### config.mk
export PLATFORM = sky130hd
export DESIGN_NAME = i2c_master_burst
export DESIGN_NICKNAME = d
export VERILOG_FILES = /design/src/rtl/i2c_master_burst.sv
export SDC_FILE = /design/constraint.sdc
export NUM_CORES = 1
export LEC_CHECK = 0
export ABC_AREA = 0
export BUFFER_PORTS_ARGS = -buffer_cell sky130_fd_sc_hd__buf_2
export CELL_PAD_IN_SITES_DETAIL_PLACEMENT = 0
export CELL_PAD_IN_SITES_GLOBAL_PLACEMENT = 1
export CORE_MARGIN = 2
export CORE_UTILIZATION = 40
export DETAILED_ROUTE_END_ITERATION = 12
export PLACE_DENSITY_LB_ADDON = 0.05
export SYNTH_ARGS = -nofsm -noshare
export SYNTH_HDL_FRONTEND = slang
export SYNTH_SLANG_ARGS = --single-unit
### constraint.sdc
create_clock -name sys_clk -period 2.7 [get_ports sys_clk]
set_input_delay 0.405 -clock sys_clk [delete_from_list [all_inputs] [get_ports sys_clk]]
set_output_delay 0.405 -clock sys_clk [all_outputs]
set_load 0.01 [all_outputs]
### src/rtl/i2c_master_burst.sv
`default_nettype none
// ============================================================================
//  Module   : i2c_master_burst
//  Purpose  : Open-drain I2C master issuing START, address+R/W, a burst of
//             0..2^NB_W-1 data bytes and STOP, with clock-stretch support.
//  Revision : 1.0
// ============================================================================
module i2c_master_burst #(
    parameter int CLK_DIV = 4,
    parameter int NB_W    = 4
) (
    input  logic            sys_clk,
    input  logic            rst,
    input  logic            start,
    input  logic [6:0]      addr,
    input  logic            rw,
    input  logic [NB_W-1:0] nbytes,
    input  logic [7:0]      tx_data,
    output logic            tx_ready,
    output logic [7:0]      rx_data,
    output logic            rx_valid,
    output logic            busy,
    output logic            done,
    output logic            nack,
    output logic            scl_oe,
    input  logic            scl_i,
    output logic            sda_oe,
    input  logic            sda_i
);

    localparam int c_DIV_W = $clog2(CLK_DIV);

    typedef enum logic [3:0] {
        S_IDLE  = 4'd0,
        S_START = 4'd1,
        S_ADDR  = 4'd2,
        S_ACK_A = 4'd3,
        S_WR    = 4'd4,
        S_ACK_W = 4'd5,
        S_RD    = 4'd6,
        S_ACK_R = 4'd7,
        S_STOP  = 4'd8
    } state_t;

    state_t            r_state;
    state_t            w_state_nxt;
    logic [c_DIV_W-1:0] r_div;
    logic [1:0]        r_q;
    logic [2:0]        r_bit;
    logic [7:0]        r_shift;
    logic [NB_W-1:0]   r_cnt;
    logic              r_rw;
    logic              r_smp;
    logic              r_nack;
    logic              r_done;
    logic [7:0]        r_rx_data;
    logic              r_rx_valid;

    logic w_hold;
    logic w_tick;
    logic w_bit_end;
    logic w_sample;
    logic w_accept;
    logic w_load_tx;
    logic w_shift;
    logic w_dec;
    logic w_set_nack;
    logic w_done;

    assign busy     = (r_state != S_IDLE);
    assign done     = r_done;
    assign nack     = r_nack;
    assign rx_data  = r_rx_data;
    assign rx_valid = r_rx_valid;

    // The quarter timer freezes in Q2 while a slave holds SCL low.
    assign w_hold    = (r_q == 2'd2) && !scl_i;
    assign w_tick    = busy && !w_hold && (r_div == c_DIV_W'(CLK_DIV - 1));
    assign w_bit_end = w_tick && (r_q == 2'd3);
    assign w_sample  = w_tick && (r_q == 2'd2);
    assign w_accept  = (r_state == S_IDLE) && start;

    always_ff @(posedge sys_clk) begin
        if (rst) begin
            r_state <= S_IDLE;
        end else begin
            r_state <= w_state_nxt;
        end
    end

    always_comb begin
        w_state_nxt = r_state;
        w_load_tx   = 1'b0;
        w_shift     = 1'b0;
        w_dec       = 1'b0;
        w_set_nack  = 1'b0;
        w_done      = 1'b0;
        scl_oe      = 1'b0;
        sda_oe      = 1'b0;
        case (r_state)
            S_IDLE: begin
                if (start) w_state_nxt = S_START;
            end
            S_START: begin
                scl_oe = (r_q == 2'd3);
                sda_oe = r_q[1];
                if (w_bit_end) w_state_nxt = S_ADDR;
            end
            S_ADDR: begin
                scl_oe = !r_q[1];
                sda_oe = !r_shift[7];
                if (w_bit_end) begin
                    if (r_bit == 3'd7) w_state_nxt = S_ACK_A;
                    else               w_shift     = 1'b1;
                end
            end
            S_ACK_A: begin
                scl_oe = !r_q[1];
                if (w_bit_end) begin
                    if (r_smp) begin
                        w_set_nack  = 1'b1;
                        w_state_nxt = S_STOP;
                    end else if (r_cnt == '0) begin
                        w_state_nxt = S_STOP;
                    end else if (!r_rw) begin
                        w_load_tx   = 1'b1;
                        w_state_nxt = S_WR;
                    end else begin
                        w_state_nxt = S_RD;
                    end
                end
            end
            S_WR: begin
                scl_oe = !r_q[1];
                sda_oe = !r_shift[7];
                if (w_bit_end) begin
                    if (r_bit == 3'd7) begin
                        w_dec       = 1'b1;
                        w_state_nxt = S_ACK_W;
                    end else begin
                        w_shift = 1'b1;
                    end
                end
            end
            S_ACK_W: begin
                scl_oe = !r_q[1];
                if (w_bit_end) begin
                    if (r_smp) begin
                        w_set_nack  = 1'b1;
                        w_state_nxt = S_STOP;
                    end else if (r_cnt != '0) begin
                        w_load_tx   = 1'b1;
                        w_state_nxt = S_WR;
                    end else begin
                        w_state_nxt = S_STOP;
                    end
                end
            end
            S_RD: begin
                scl_oe = !r_q[1];
                if (w_bit_end && (r_bit == 3'd7)) begin
                    w_dec       = 1'b1;
                    w_state_nxt = S_ACK_R;
                end
            end
            S_ACK_R: begin
                // Counter is already decremented here: zero means last byte, so NACK.
                scl_oe = !r_q[1];
                sda_oe = (r_cnt != '0);
                if (w_bit_end) begin
                    if (r_cnt != '0) w_state_nxt = S_RD;
                    else             w_state_nxt = S_STOP;
                end
            end
            S_STOP: begin
                scl_oe = (r_q == 2'd0);
                sda_oe = (r_q != 2'd3);
                if (w_bit_end) begin
                    w_done      = 1'b1;
                    w_state_nxt = S_IDLE;
                end
            end
            default: w_state_nxt = S_IDLE;
        endcase
        tx_ready = w_load_tx;
    end

    always_ff @(posedge sys_clk) begin
        if (rst) begin
            r_div      <= '0;
            r_q        <= 2'd0;
            r_bit      <= 3'd0;
            r_shift    <= 8'd0;
            r_cnt      <= '0;
            r_rw       <= 1'b0;
            r_smp      <= 1'b0;
            r_nack     <= 1'b0;
            r_done     <= 1'b0;
            r_rx_data  <= 8'd0;
            r_rx_valid <= 1'b0;
        end else begin
            r_done     <= w_done;
            r_rx_valid <= 1'b0;

            if (!busy || w_tick) r_div <= '0;
            else if (!w_hold)    r_div <= r_div + c_DIV_W'(1);

            if (!busy)       r_q <= 2'd0;
            else if (w_tick) r_q <= r_q + 2'd1;

            if (w_accept) begin
                r_shift <= {addr, rw};
                r_rw    <= rw;
                r_cnt   <= nbytes;
                r_nack  <= 1'b0;
                r_bit   <= 3'd0;
            end

            if (w_sample) begin
                r_smp <= sda_i;
                if (r_state == S_RD) begin
                    r_shift <= {r_shift[6:0], sda_i};
                    if (r_bit == 3'd7) begin
                        r_rx_data  <= {r_shift[6:0], sda_i};
                        r_rx_valid <= 1'b1;
                    end
                end
            end

            if (w_shift)   r_shift <= {r_shift[6:0], 1'b0};
            if (w_load_tx) r_shift <= tx_data;

            if (w_bit_end && ((r_state == S_ADDR) || (r_state == S_WR) || (r_state == S_RD)))
                r_bit <= r_bit + 3'd1;

            if (w_dec && (r_cnt != '0)) r_cnt <= r_cnt - 1'b1;
            if (w_set_nack)             r_nack <= 1'b1;
        end
    end

endmodule
`default_nettype wire

# Word level (Yosys, flattened, before mapping)
# Index checks and enable logic that the tools add are counted.
[op_classes] n_addsub=4 muxes=50 n_eq_ne=24 n_reduce_logical=34 bitwise=4
[ops] cell="$mux 4" count=18
[ops] cell="$mux 8" count=5
[ops] cell="$pmux 4 s9" count=1
[ops] cell="$ne 2x2->1 const B" count=12
[ops] cell="$mux 1" count=19
[ops] cell="$eq 4x3->1 const B" count=4
[ops] cell="$reduce_and 11->1" count=1
[ops] cell="$reduce_or 2->1" count=5
[ops] cell="$logic_and 1x1->1" count=9
[ops] cell="$eq 4x2->1 const B" count=2
[ops] cell="$logic_not 4->1" count=2
[ops] cell="$reduce_bool 4->1" count=2
[ops] cell="$eq 2x2->1 const B" count=3
[ops] cell="$mux 3" count=2
[ops] cell="$reduce_bool 2->1" count=3
[ops] cell="$reduce_or 6->1" count=1
[ops] cell="$logic_not 1->1" count=5
[ops] cell="$add 2x1->2 const B" count=2
[ops] cell="$eq 4x1->1 const B" count=1
[ops] cell="$eq 4x4->1 const B" count=1
[ops] cell="$not 1->1" count=4
[ops] cell="$pmux 1 s2" count=2
[ops] cell="$pmux 1 s4" count=1
[ops] cell="$sub 4x1->4 const B" count=1
[ops] cell="other kinds (8)" count=10
[word_totals] input_bits=25 wordCells=128 register_bits=36 output_inout_bits=15

# Logic depth before layout (Yosys ltp)
[logic_depth] ltp_word=11 ltp_mapped=9 ltp_nobuf=7

# Worst setup path after synthesis
# Ideal clock, no wire load.
[synth_path] kind="flip-flop to output port" from="reg r_q[0]" to="out tx_ready" path_slack_ps=719 t_arrival_ps=1576 required_time_ps=2295 path_buffers=1 path_stages_with_launch=8 cell_sequence="dfxtp_1 inv_1 ha_1 nor2b_1 clkbuf_1 nor4_1 nand3_1 inv_1"
[synth_between] elab_chain_len=8 elab_cells_between_ends=10 classes_between="2 x eq/ne; 3 x mux; 5 x reduce/logical"
[synth_lines] element="start: declaration" line_no="48" text="logic [1:0] r_q;"
[synth_lines] element="start signal: assignment" line_no="209" text="else if (w_tick) r_q <= r_q + 2'd1;"
[synth_lines] element="$eq 2x2->1" line_no="77" text="assign w_hold = (r_q == 2'd2) && !scl_i;"
[synth_lines] element="$logic_and 1x1->1" line_no="77"
[synth_lines] element="$logic_not 1->1"
[synth_lines] element="$logic_and 1x1->1 (2 in series)" line_no="78" text="assign w_tick = busy && !w_hold && (r_div == c_DIV_W'(CLK_DIV - 1));"
[synth_lines] element="$logic_and 1x1->1 (*)" line_no="79" text="assign w_bit_end = w_tick && (r_q == 2'd3);"
[synth_lines] element="$mux 1, on equally long branches" line_no="147, 119"
[synth_lines] element="$pmux 1 s2 (*)" line_no="100" text="case (r_state)"
[synth_lines] element="end: declaration" line_no="19" text="output logic tx_ready,"
# Every way passes the cells marked *; elsewhere a longest branch is shown, timed or not.

# Worst setup path after layout
[layout_path] from="reg r_q[1]" to="out tx_ready"
# The elaborated chain is that of the path after synthesis.

==> flow_summary.json <==
{
  "p_clk_frac": 0.313,
  "syn_inst": 243,
  "period_share": 0.8943,
  "finalCriticalPeriod_ns": 2.415,
  "fp.dieW_um": 73.72,
  "cp-endpoint": "tx_ready",
  "fill_cells": 498,
  "numPortBuffers": 39,
  "timing.fmax_ghz": 0.4142,
  "numCtsBuffers": 5,
  "path_class": "flip-flop to output pin",
  "rows": 25,
  "hold_viol": 0,
  "cts_max_level": 2,
  "clk_path_buf_depth": 2,
  "die_area_um2": 5435,
  "reg2reg_from": "r_q[1]",
  "vias_per_cell": 5.500,
  "grt_pass1_vias": 1595,
  "cap_violations": 0,
  "skew_ns": 0.01067,
  "final_max_slew_viol_count": 0,
  "place_ws_ns": 0.4240,
  "multi_input_area_um2": 1130,
  "critPathArrivalTime_ns": 2.01,
  "syn_nets": 275,
  "final_cell_mix": "39 x buf_2, 36 x nand2_1, 36 x dfxtp_1",
  "grt.total_usage": 0.1781,
  "cts_tree": "built",
  "p_int_w": 0.0008905,
  "combPwrFrac": 0.212,
  "detail_route.first_pass.iterations": 4,
  "async_flop_share": 0,
  "layout_commonest_cell": "buf_2",
  "ant_nets": 0,
  "setup_tns_ns": 0,
  "design.portCount": 40,
  "finalNetCount": 315,
  "cts.sinks": 36,
  "cts_hold_buf": 0,
  "ys_ff_latch": 36,
  "crit_path_start": "r_q[1]",
  "regArea_um2": 720.7,
  "wirelength_um": 4623,
  "use_met1": 0.2655,
  "finalSetupViolCount": 0,
  "cp-end-kind": "output pin",
  "setup_ws_ns": 0.2855,
  "cp_max_fo": 10,
  "grt.busiest_layer": "met1",
  "start_kind": "flip-flop",
  "cts_setup_buffers": 0,
  "leakage_nw": 0.9255,
  "met3_usage": 0.03292,
  "wl_per_cell_um": 13.68,
  "ir_drop_v": 0.0002654,
  "hp-class": "input pin to flip-flop",
  "grt.overflow.total": 0,
  "drtIter0Drc": 109,
  "rsz0062_at_grt": "no",
  "ys_types": 48,
  "initial_core_util": 0.4144,
  "drc": 0,
  "die_y_um": 73.72,
  "core_um2": 4692,
  "r2r-end": "r_state[1]",
  "vias": 1859,
  "synth-edff-count": 0,
  "layout-drive-gt1-share": 0.2289,
  "met2_usage": 0.2609,
  "synth_seq_area_share": 0.3707,
  "grt_max_degree": 31,
  "status": "completed",
  "syn2layout_area_growth_pct": 17.95,
  "ff2ff_path_depth": 6,
  "switchingPower_w": 0.0003726,
  "pwr-share-seq": 0.475,
  "power_density_nw_per_um2": 550.7,
  "synth_area_um2": 1944,
  "yosys_warnings": 0,
  "relSlewSlack": 0.5225,
  "synth.avg_cell_area_um2": 8.002,
  "cts.repair.resized": 0,
  "path_clk_slew_ns": 0.08,
  "grt_pass1_wl_um": 7583,
  "required_ns": 2.30,
  "place_congestion": 0.8162,
  "antenna_found_initial": 0,
  "tightest_slew_ns": 0.7148,
  "rrSetupSlack_ns": 0.41,
  "dp_hpwl_um": 3385,
  "swShare": 0.2950,
  "synth_top_flop_cell": "dfxtp_1",
  "clock_latency_ns": 0.28,
  "diodes": 0,
  "cts_root_buf": "clkbuf_8"
}
## layout make-up
type / count / area share
Inverter: 9 / 0.01473
Multi-Input combinational cell: 185 / 0.4926
Timing Repair Buffer: 46 / 0.1080
Clock inverter: 1 / 0.003273
Sequential cell: 36 / 0.3142
Clock buffer: 7 / 0.03764
Tap cell: 54 / 0.02946
## worst min-delay path by stage
stage / cells after the start / slack (ns) / endpoint / start
floorplan: 2 / 0.45 / r_rw / r_rw
global placement: 2 / 0.44 / rx_data[0] / rx_data[0]
detailed placement: 2 / 0.45 / rx_data[7] / rx_data[7]
CTS: 2 / 0.32 / r_shift[2] / tx_data[2]
global route: 2 / 0.32 / r_shift[3] / tx_data[3]
finish: 2 / 0.33 / r_shift[3] / tx_data[3]
## power groups by stage
stage	Combinational, W	Clock (W)	Sequential, W
floorplan	0.000206	0	0.000596
global placement	0.000270	0	0.000612
detailed placement	0.000269	0	0.000612
CTS	0.000270	0.000411	0.000599
global route	0.000299	0.000434	0.000606
finish	0.000268	0.000395	0.000600
## kinds of logic (layout without fill, tap and decap cells)
logic type / count (synthesis) / in the layout / synth area share
multiplexers: 4 / 4 / 0.02059
flip-flops: 36 / 36 / 0.3707
XOR/XNOR: 2 / 2 / 0.009011
adder cells (fa/ha/maj): 7 / 7 / 0.04504
AO/OA/AOI/OAI: 59 / 59 / 0.2027
AND/OR/NAND/NOR: 113 / 113 / 0.3005
buffers and inverters: 22 / 63 / 0.05148
## critical path: stages (launching register included)
cell,delay [ns]
dfxtp_1,0.42
ha_1,0.23
nor2b_1,0.60
nor4_2,0.16
nand3_1,0.15
inv_1,0.04
buf_2,0.13
## cells in the mapped netlist, types with 2 or more instances
library cell  number  share of area
nor3b_1            2         0.0077
nor3_1             3         0.0077
o31ai_1            2         0.0077
clkbuf_1           8          0.015
a22oi_1            4          0.015
a31oi_1            2         0.0064
a21oi_1           23          0.059
dfxtp_1           36           0.37
nand3_1           20          0.051
o22ai_1            2         0.0064
nor2_2             2         0.0064
nand2b_1           4          0.013
nor2_1            18          0.035
nand2_1           36          0.069
a32o_1             8          0.041
xnor2_1            2         0.0090
nor4_1             4          0.013
inv_1              8          0.015
nor2b_1            4          0.013
or2_2              5          0.016
ha_1               7          0.045
buf_2              2         0.0051
nand4bb_1          2          0.012
o21ai_0            9          0.023
or2_0              3         0.0097
mux2i_1            4          0.021
buf_4              2         0.0077
## metrics by stage
step	hold slack, ns	cell area, um^2	power [W]	utilization	cells
after floorplan	0.4451	1944	0.0008023	-	243
after global placement	0.4430	2193	0.0008823	0.4675	330
after detailed placement	0.4479	2193	0.0008803	0.4675	330
after CTS	0.3233	2287	0.001280	0.4875	338
after global routing	0.3218	2293	0.001338	0.4888	338
final	0.3288	2293	0.001263	0.4888	338
## metal layers
| layer | vias up | routed length, um |
|---|---|---|
| li1 | 960 | - |
| met1 | 849 | 2376 |
| met2 | 43 | 1993 |
| met3 | 7 | 199 |
| met4 | 0 | 54 |
| met5 | - | 0 |
## sequential cells by signal (all words and copies together) (netlist names)
signal,flops
rx_data,8
nack,1
r_state,4
done,1
r_shift,8
r_smp,1
r_bit,3
r_div,2
rx_valid,1
r_rw,1
r_q,2
r_cnt,4
(Power assumes the default switching activity.)
